==> src/rtl/fib_index_finder_pkg.sv <==
// rtl/fib_index_finder_pkg.sv - shared Fibonacci widths, limits and FSM encoding
// Shared with the generator side: term/index widths, last representable
// index, and the finder's state encoding.
package fib_index_finder_pkg;

  localparam int FIB_WIDTH   = 16;  // value and term width
  localparam int FIB_IDX_W   = 5;   // index width
  localparam int FIB_MAX_IDX = 24;  // F(24)=46368 is the last term that fits

  typedef enum logic [1:0] {
    ST_IDLE   = 2'd0,
    ST_SEARCH = 2'd1,
    ST_DONE   = 2'd2
  } fib_state_t;

endpackage

==> src/rtl/fib_step_unit.sv <==
// rtl/fib_step_unit.sv - one combinational Fibonacci walk step with stop test
// Ports:
//   cur      F(k)
//   nxt      F(k+1), one bit wider than a term
//   val      captured target value
//   k        current index
//   next_cur F(k+1) truncated to a term
//   next_nxt F(k+2) = cur + nxt
//   stop     walk must end at k: next term overshoots val or k is the last index
module fib_step_unit
  import fib_index_finder_pkg::*;
#(
  parameter int WIDTH   = FIB_WIDTH,
  parameter int IDX_W   = FIB_IDX_W,
  parameter int MAX_IDX = FIB_MAX_IDX
) (
  input  logic [WIDTH-1:0] cur,
  input  logic [WIDTH:0]   nxt,
  input  logic [WIDTH-1:0] val,
  input  logic [IDX_W-1:0] k,
  output logic [WIDTH-1:0] next_cur,
  output logic [WIDTH:0]   next_nxt,
  output logic             stop
);

  assign next_cur = nxt[WIDTH-1:0];
  assign next_nxt = {1'b0, cur} + nxt;
  // nxt is compared at full width so F(25) never aliases to a small value.
  assign stop     = (nxt > {1'b0, val}) || (k == IDX_W'(MAX_IDX));

endmodule

==> src/rtl/fib_index_finder.sv <==
// rtl/fib_index_finder.sv - finds largest n with F(n) <= value, one term per cycle
// Ports:
//   clk        rising-edge clock
//   reset      asynchronous active-low reset
//   start      request, sampled only while idle
//   value_in   value to decode, captured on an accepted start
//   busy       high from the cycle after an accepted start through done
//   done       one-cycle pulse; results valid from this cycle on
//   index_out  largest n with F(n) <= value
//   fib_out    F(index_out)
//   exact      fib_out equals the captured value
module fib_index_finder
  import fib_index_finder_pkg::*;
#(
  parameter int WIDTH   = FIB_WIDTH,
  parameter int IDX_W   = FIB_IDX_W,
  parameter int MAX_IDX = FIB_MAX_IDX
) (
  input  logic             clk,
  input  logic             reset,
  input  logic             start,
  input  logic [WIDTH-1:0] value_in,
  output logic             busy,
  output logic             done,
  output logic [IDX_W-1:0] index_out,
  output logic [WIDTH-1:0] fib_out,
  output logic             exact
);

  fib_state_t       state, state_next;
  logic [WIDTH-1:0] val;
  logic [IDX_W-1:0] k;
  logic [WIDTH-1:0] cur;
  logic [WIDTH:0]   nxt;

  logic [WIDTH-1:0] step_cur;
  logic [WIDTH:0]   step_nxt;
  logic             step_stop;

  fib_step_unit #(
    .WIDTH   (WIDTH),
    .IDX_W   (IDX_W),
    .MAX_IDX (MAX_IDX)
  ) u_step (
    .cur      (cur),
    .nxt      (nxt),
    .val      (val),
    .k        (k),
    .next_cur (step_cur),
    .next_nxt (step_nxt),
    .stop     (step_stop)
  );

  always_ff @(posedge clk or negedge reset) begin
    if (!reset) begin
      state <= ST_IDLE;
    end else begin
      state <= state_next;
    end
  end

  always_comb begin
    state_next = state;
    case (state)
      ST_IDLE:   if (start) state_next = ST_SEARCH;
      ST_SEARCH: if (step_stop) state_next = ST_DONE;
      ST_DONE:   state_next = ST_IDLE;
      default:   state_next = ST_IDLE;
    endcase
  end

  // busy/done are registered from the next state so they line up with the
  // state they describe without a decode after the flops.
  always_ff @(posedge clk or negedge reset) begin
    if (!reset) begin
      busy      <= 1'b0;
      done      <= 1'b0;
      index_out <= '0;
      fib_out   <= '0;
      exact     <= 1'b0;
      val       <= '0;
      k         <= '0;
      cur       <= '0;
      nxt       <= '0;
    end else begin
      busy <= (state_next != ST_IDLE);
      done <= (state_next == ST_DONE);
      case (state)
        ST_IDLE: begin
          if (start) begin
            val <= value_in;
            k   <= '0;
            cur <= '0;
            nxt <= (WIDTH+1)'(1);
          end
        end
        ST_SEARCH: begin
          if (step_stop) begin
            index_out <= k;
            fib_out   <= cur;
            exact     <= (cur == val);
          end else begin
            cur <= step_cur;
            nxt <= step_nxt;
            k   <= k + IDX_W'(1);
          end
        end
        default: begin
        end
      endcase
    end
  end

endmodule

==> config.mk <==
export PLATFORM = sky130hd
export DESIGN_NAME = fib_index_finder
export DESIGN_NICKNAME = d
export VERILOG_FILES = /design/src/rtl/fib_index_finder_pkg.sv /design/src/rtl/fib_step_unit.sv /design/src/rtl/fib_index_finder.sv
export SDC_FILE = /design/constraint.sdc
export NUM_CORES = 1
export LEC_CHECK = 0
export BUFFER_PORTS_ARGS = -buffer_cell sky130_fd_sc_hd__buf_2
export CORE_MARGIN = 4
export CORE_UTILIZATION = 55
export DETAILED_ROUTE_END_ITERATION = 10
export PLACE_DENSITY = 0.85
export SYNTH_ARGS = -nofsm -noshare
export SYNTH_HDL_FRONTEND = slang
export SYNTH_SLANG_ARGS = --single-unit
==> constraint.sdc <==
create_clock -name clk -period 5.2 [get_ports clk]
set_input_delay 1.56 -clock clk [delete_from_list [all_inputs] [get_ports clk]]
set_output_delay 1.56 -clock clk [all_outputs]
set_load 0.005 [all_outputs]
; Word-level counts from Yosys, hierarchy flattened
; Cells that the tools add are included.
; Widths: inputs -> output; s select.
[word_totals]
out_inout_bits = 24
register_bits = 80
in_bits = 19
[classes]
n_lt_le_gt_ge = 1
n_addsub = 2
n_eq_ne = 6
n_mux = 12
n_reduce_logical = 7
[ops]
columns = op, n
row1 = $mux 17, 2
row2 = $pmux 17 s2, 1
row3 = $mux 16, 2
row4 = $pmux 16 s2, 1
row5 = $add 16x17->17, 1
row6 = $gt 17x16->1, 1
row7 = $eq 16x16->1, 1
row8 = $mux 5, 2
row9 = $pmux 5 s2, 1
row10 = $add 5x1->5 const B, 1
row11 = $eq 5x5->1 const B, 1
row12 = $mux 2, 2
row13 = $ne 2x2->1 const B, 2
row14 = $pmux 2 s2, 1
row15 = $reduce_and 2->1, 2
row16 = $reduce_bool 2->1, 2
row17 = $reduce_and 3->1, 1
row18 = $eq 2x1->1 const B, 1
row19 = $eq 2x2->1 const B, 1
row20 = $logic_not 2->1, 1
row21 = $logic_or 1x1->1, 1

; Depth between registers and ports, before layout
[logic_depth]
word_depth = 5
ltp_mapped = 10

; Cells and area by module
; A second synthesis with hierarchy kept.
[hier_totals]
hier_cells = 434
hier_area_um2 = 4498.1
[by_module_without_submodules]
columns = module, area_per_inst_um2, instances, seq_area_each_um2, cells_each
row1 = fib_index_finder, 3128.0, 1, 2001.9, 251
row2 = fib_step_unit, 1370.1, 1, 0.0, 183

; Worst setup path before layout
; Ideal clock, no wire load.
[synth_timing]
kind = input -> register
startpoint = in start
endpoint = reg nxt[11]
slack_ns = 2.277
arrival_time_ns = 2.798
setup_ns = 0.125
cell_stages = 8
path_cell_list = o21ba_2 -> nand2_1 -> inv_1 -> a31oi_1 -> and2_1 -> buf_6 -> inv_2 -> mux2_4
[synth_via]
elab_chain_cells = 2
[synth_rtl]
columns = element, line_no
row1 = from (decl), fib_index_finder.sv:21  ; input logic start,
row2 = $ne 2x2->1 (no line), -
row3 = $reduce_and 3->1 (no line), -
row4 = to (signal assigned), fib_index_finder.sv:94  ; nxt <= (WIDTH+1)'(1);
row5 = to (signal assigned), fib_index_finder.sv:104  ; nxt <= step_nxt;
row6 = to (decl), fib_index_finder.sv:34  ; logic [WIDTH:0] nxt;
; No other way between the ends.
; A chain may end at the register's enable or synchronous reset.

; Worst setup path after layout
; Ends and elaborated chain as after synthesis.

==> flow_summary.toml <==
[synthesis]
synth.avg_cell_area_um2 = 10.1
ys_seq_area_share_pct = 43.7
synthFlopType = "dfrtp_1"
netlist.top_cell.by_area = "dfrtp_1"
netlist_area_um2 = 4580
synth_top_cell_area_share_pct = 43.7
synthMostInstantiatedCell = "dfrtp_1"
syn_inst = 454
ys_seq_elements = 80
synth_cell_types = 54
synth_area_leaders = "dfrtp_1, ha_1, mux2_2"
yosysWarnings = 0
synth_common_cells = "dfrtp_1, o21ai_0, nand2_1"
synth_nets = 508
synthArstFlopShare_pct = 100
synth_edf_count = 0

[clock_network]
ctsResizeCount = 0
clk_path_buf_depth = 2
cts_made_buffers = 9
clk_pin_slew_ns = 0.08
root_buffer = "clkbuf_8"
clk_latency_ns = 0.37
cts_tree = "built"
postCtsHoldBufs = 0
htreeDepth = 3
cts.sinks = 80
cts_post_setup_buffers_inserted = 0

[worst_setup_path]
arrival_ns = 3.83
start_kind = "input port"
criticalPathCategory = "input port to flop"
critPathSlowestCell = "and2_1"
worstSetupEndpointType = "flop"
reg2reg_setup_slack_ns = 1.86
rr_worst_depth = 8
required_ns = 5.44
worst-path-buf-inv = 3
max_stage_delay_ns = 0.99
crit_cells = 7
crit_family = "simple AND/OR/NAND/NOR gates"
path_cells = "buf_2, nor3b_2, buf_4, a31oi_2, and2_1, inv_2, mux2_4"
cp_max_fo = 34

[cells_and_area]
layout.cells.non_filler = 599
areaGrowthSynthToFinish_pct = 10.7
register_area_um2 = 2000
drive_gt1_share_pct = 20.6
nets = 543
multi_input_comb_area_um2 = 2370
diodes = 0
num-fill-cells = 621

[global_route]
grt_pass1_vias = 3823
grtUsageTotal_pct = 24.7
antenna_found_initial = 0
grt-ovfl-total = 0
grt_first_pass_wirelength_mm = 19.3
grt_max_degree = 81

[drt]
met2_length_mm = 5.63
vias = 3687
viasPerCell = 6.16
detail_route.first_pass.iterations = 5
wl_met1_mm = 4.65
postRouteAntennaNets = 0
highest_layer = "met4"
drc = 0
dr_wl_met3_um = 745
post_drt_wl_per_cell_um = 18.9
drt-initial-drc-count = 252
routed_wl_mm = 11.3

[sta]
tightest_slew_ns = 1.25
skew_ns = 0.0133
period_share_pct = 68.9
rsz0062_at_grt = "no"
relSlewSlack_pct = 16.6
timing.final.hold_violations = 0
period_needed_ns = 3.58
finalSetupTns_ns = 0
max_freq_mhz = 279
final-setup-viol-count = 0
slew_violations = 0

[floorplanning]
dieArea_um2 = 9850
rows = 33
die_x_um = 99.3
fp.coreArea_um2 = 8180
ios = 43
die_h_um = 99.3
start_util_pct = 56.0

[hold_path]
min_path_cells = 1
hold_path.class = "flop to flop"

[power_and_ir_drop]
irDropWorstVdd_mv = 0.338
p_leak_nw = 2.45
powerDensity_nw_per_um2 = 644

[status]
outcome = "complete, no violations"

[placed_design]
place_hpwl_mm = 8.09
gp_congestion = 0.907
portBuffers = 42
place_inst = 583

[job]
drv_cap = 0
-- state kept, by name, summed over array words and instances, names as in the netlist --
| name | count |
|---|---|
| k | 5 |
| cur | 16 |
| state | 2 |
| nxt | 17 |
| exact | 1 |
| index_out | 5 |
| val | 16 |
| busy | 1 |
| fib_out | 16 |
| done | 1 |
-- cell families after synthesis --
| family | synth area share (%) |
|---|---|
| XOR/XNOR | 4.78 |
| buffers and inverters | 4.78 |
| flip-flops | 43.7 |
| AND/OR/NAND/NOR | 14.1 |
| multiplexers | 7.35 |
| AO/OA/AOI/OAI | 15.6 |
| adder cells (fa/ha/maj) | 9.72 |
-- worst reg2reg max path, cell delays in order, from the launching register on --
cell and delay [ns]:
dfrtp_1 0.45, ha_1 0.36, nand4_1 0.20, nor4_4 0.36, nor2_1 0.13, o211ai_2 0.17
and2_1 0.99, inv_2 0.22, mux2_4 0.37
-- layer usage --
| layer | up-vias | GRT usage [%] |
|---|---|---|
| li1 | 1695 | - |
| met1 | 1794 | 31.1 |
| met2 | 168 | 41.2 |
| met3 | 30 | 4.98 |
| met4 | 0 | 10.7 |
| met5 | - | 0 |
-- path summary, 6_finish.rpt --
path                               from            to
hold / removal             index_out[4]  index_out[4]
min in group asynchronous         reset        nxt[3]
hold reg to reg            index_out[4]  index_out[4]
setup reg to reg                nxt[12]       nxt[11]
max in group asynchronous         reset        val[3]
setup / recovery                  start       nxt[11]
-- per-stage QoR --
stage | hold WS, ns | util (%) | total power [W] | area, µm² | worst slack (ns)
after global placement | 0.483 | 59.3 | 0.00263 | 4850 | 1.36
after detailed placement | 0.489 | 59.3 | 0.00273 | 4850 | 1.27
final | 0.500 | 62.0 | 0.00327 | 5070 | 1.62
after floorplan | 0.471 | - | 0.00231 | 4580 | 2.28
after global routing | 0.521 | 62.0 | 0.00350 | 5070 | 1.45
after CTS | 0.506 | 62.0 | 0.00325 | 5070 | 1.66
-- placed cells by master, fill, tap and decap left out, types with 3 or more instances in the layout --
cell / Yosys / routed
nand2_1: 42 / 42
o41ai_1: 3 / 3
a22o_1: 3 / 3
buf_4: 2 / 5
a211oi_1: 7 / 7
mux2_4: 3 / 3
clkbuf_8: 0 / 10
o21ai_0: 47 / 47
o21bai_1: 3 / 3
nor2_1: 17 / 17
nand4_1: 8 / 8
dfrtp_1: 80 / 80
nand3_1: 35 / 35
mux2_2: 25 / 25
inv_1: 26 / 26
xnor2_1: 21 / 21
ha_1: 34 / 34
buf_2: 3 / 41
a21o_1: 4 / 4
o31ai_1: 11 / 11
nor3_1: 4 / 4
xor2_1: 4 / 4
a21oi_1: 16 / 16
and2_1: 3 / 3
-- cell type report --
| class | instances | area share, % |
|---|---|---|
| sequential | 80 | 39.5 |
| clock inverter | 5 | 1.58 |
| multi-input combinational | 325 | 46.8 |
| timing repair buffer | 46 | 4.79 |
| clock buffer | 11 | 2.79 |
| inverter | 27 | 2.00 |
| tap | 105 | 2.59 |
-- where the power goes --
group	total (W)	internal, W	leakage [nW]	switching (W)
sequential	0.00108	0.000852	1.05	0.000232
clock	0.000503	0.000283	0.106	0.000221
combinational	0.00168	0.000674	1.30	0.00101
total	0.00327	0.00181	2.45	0.00146
Note: power is estimated with default switching activity, not from simulation.
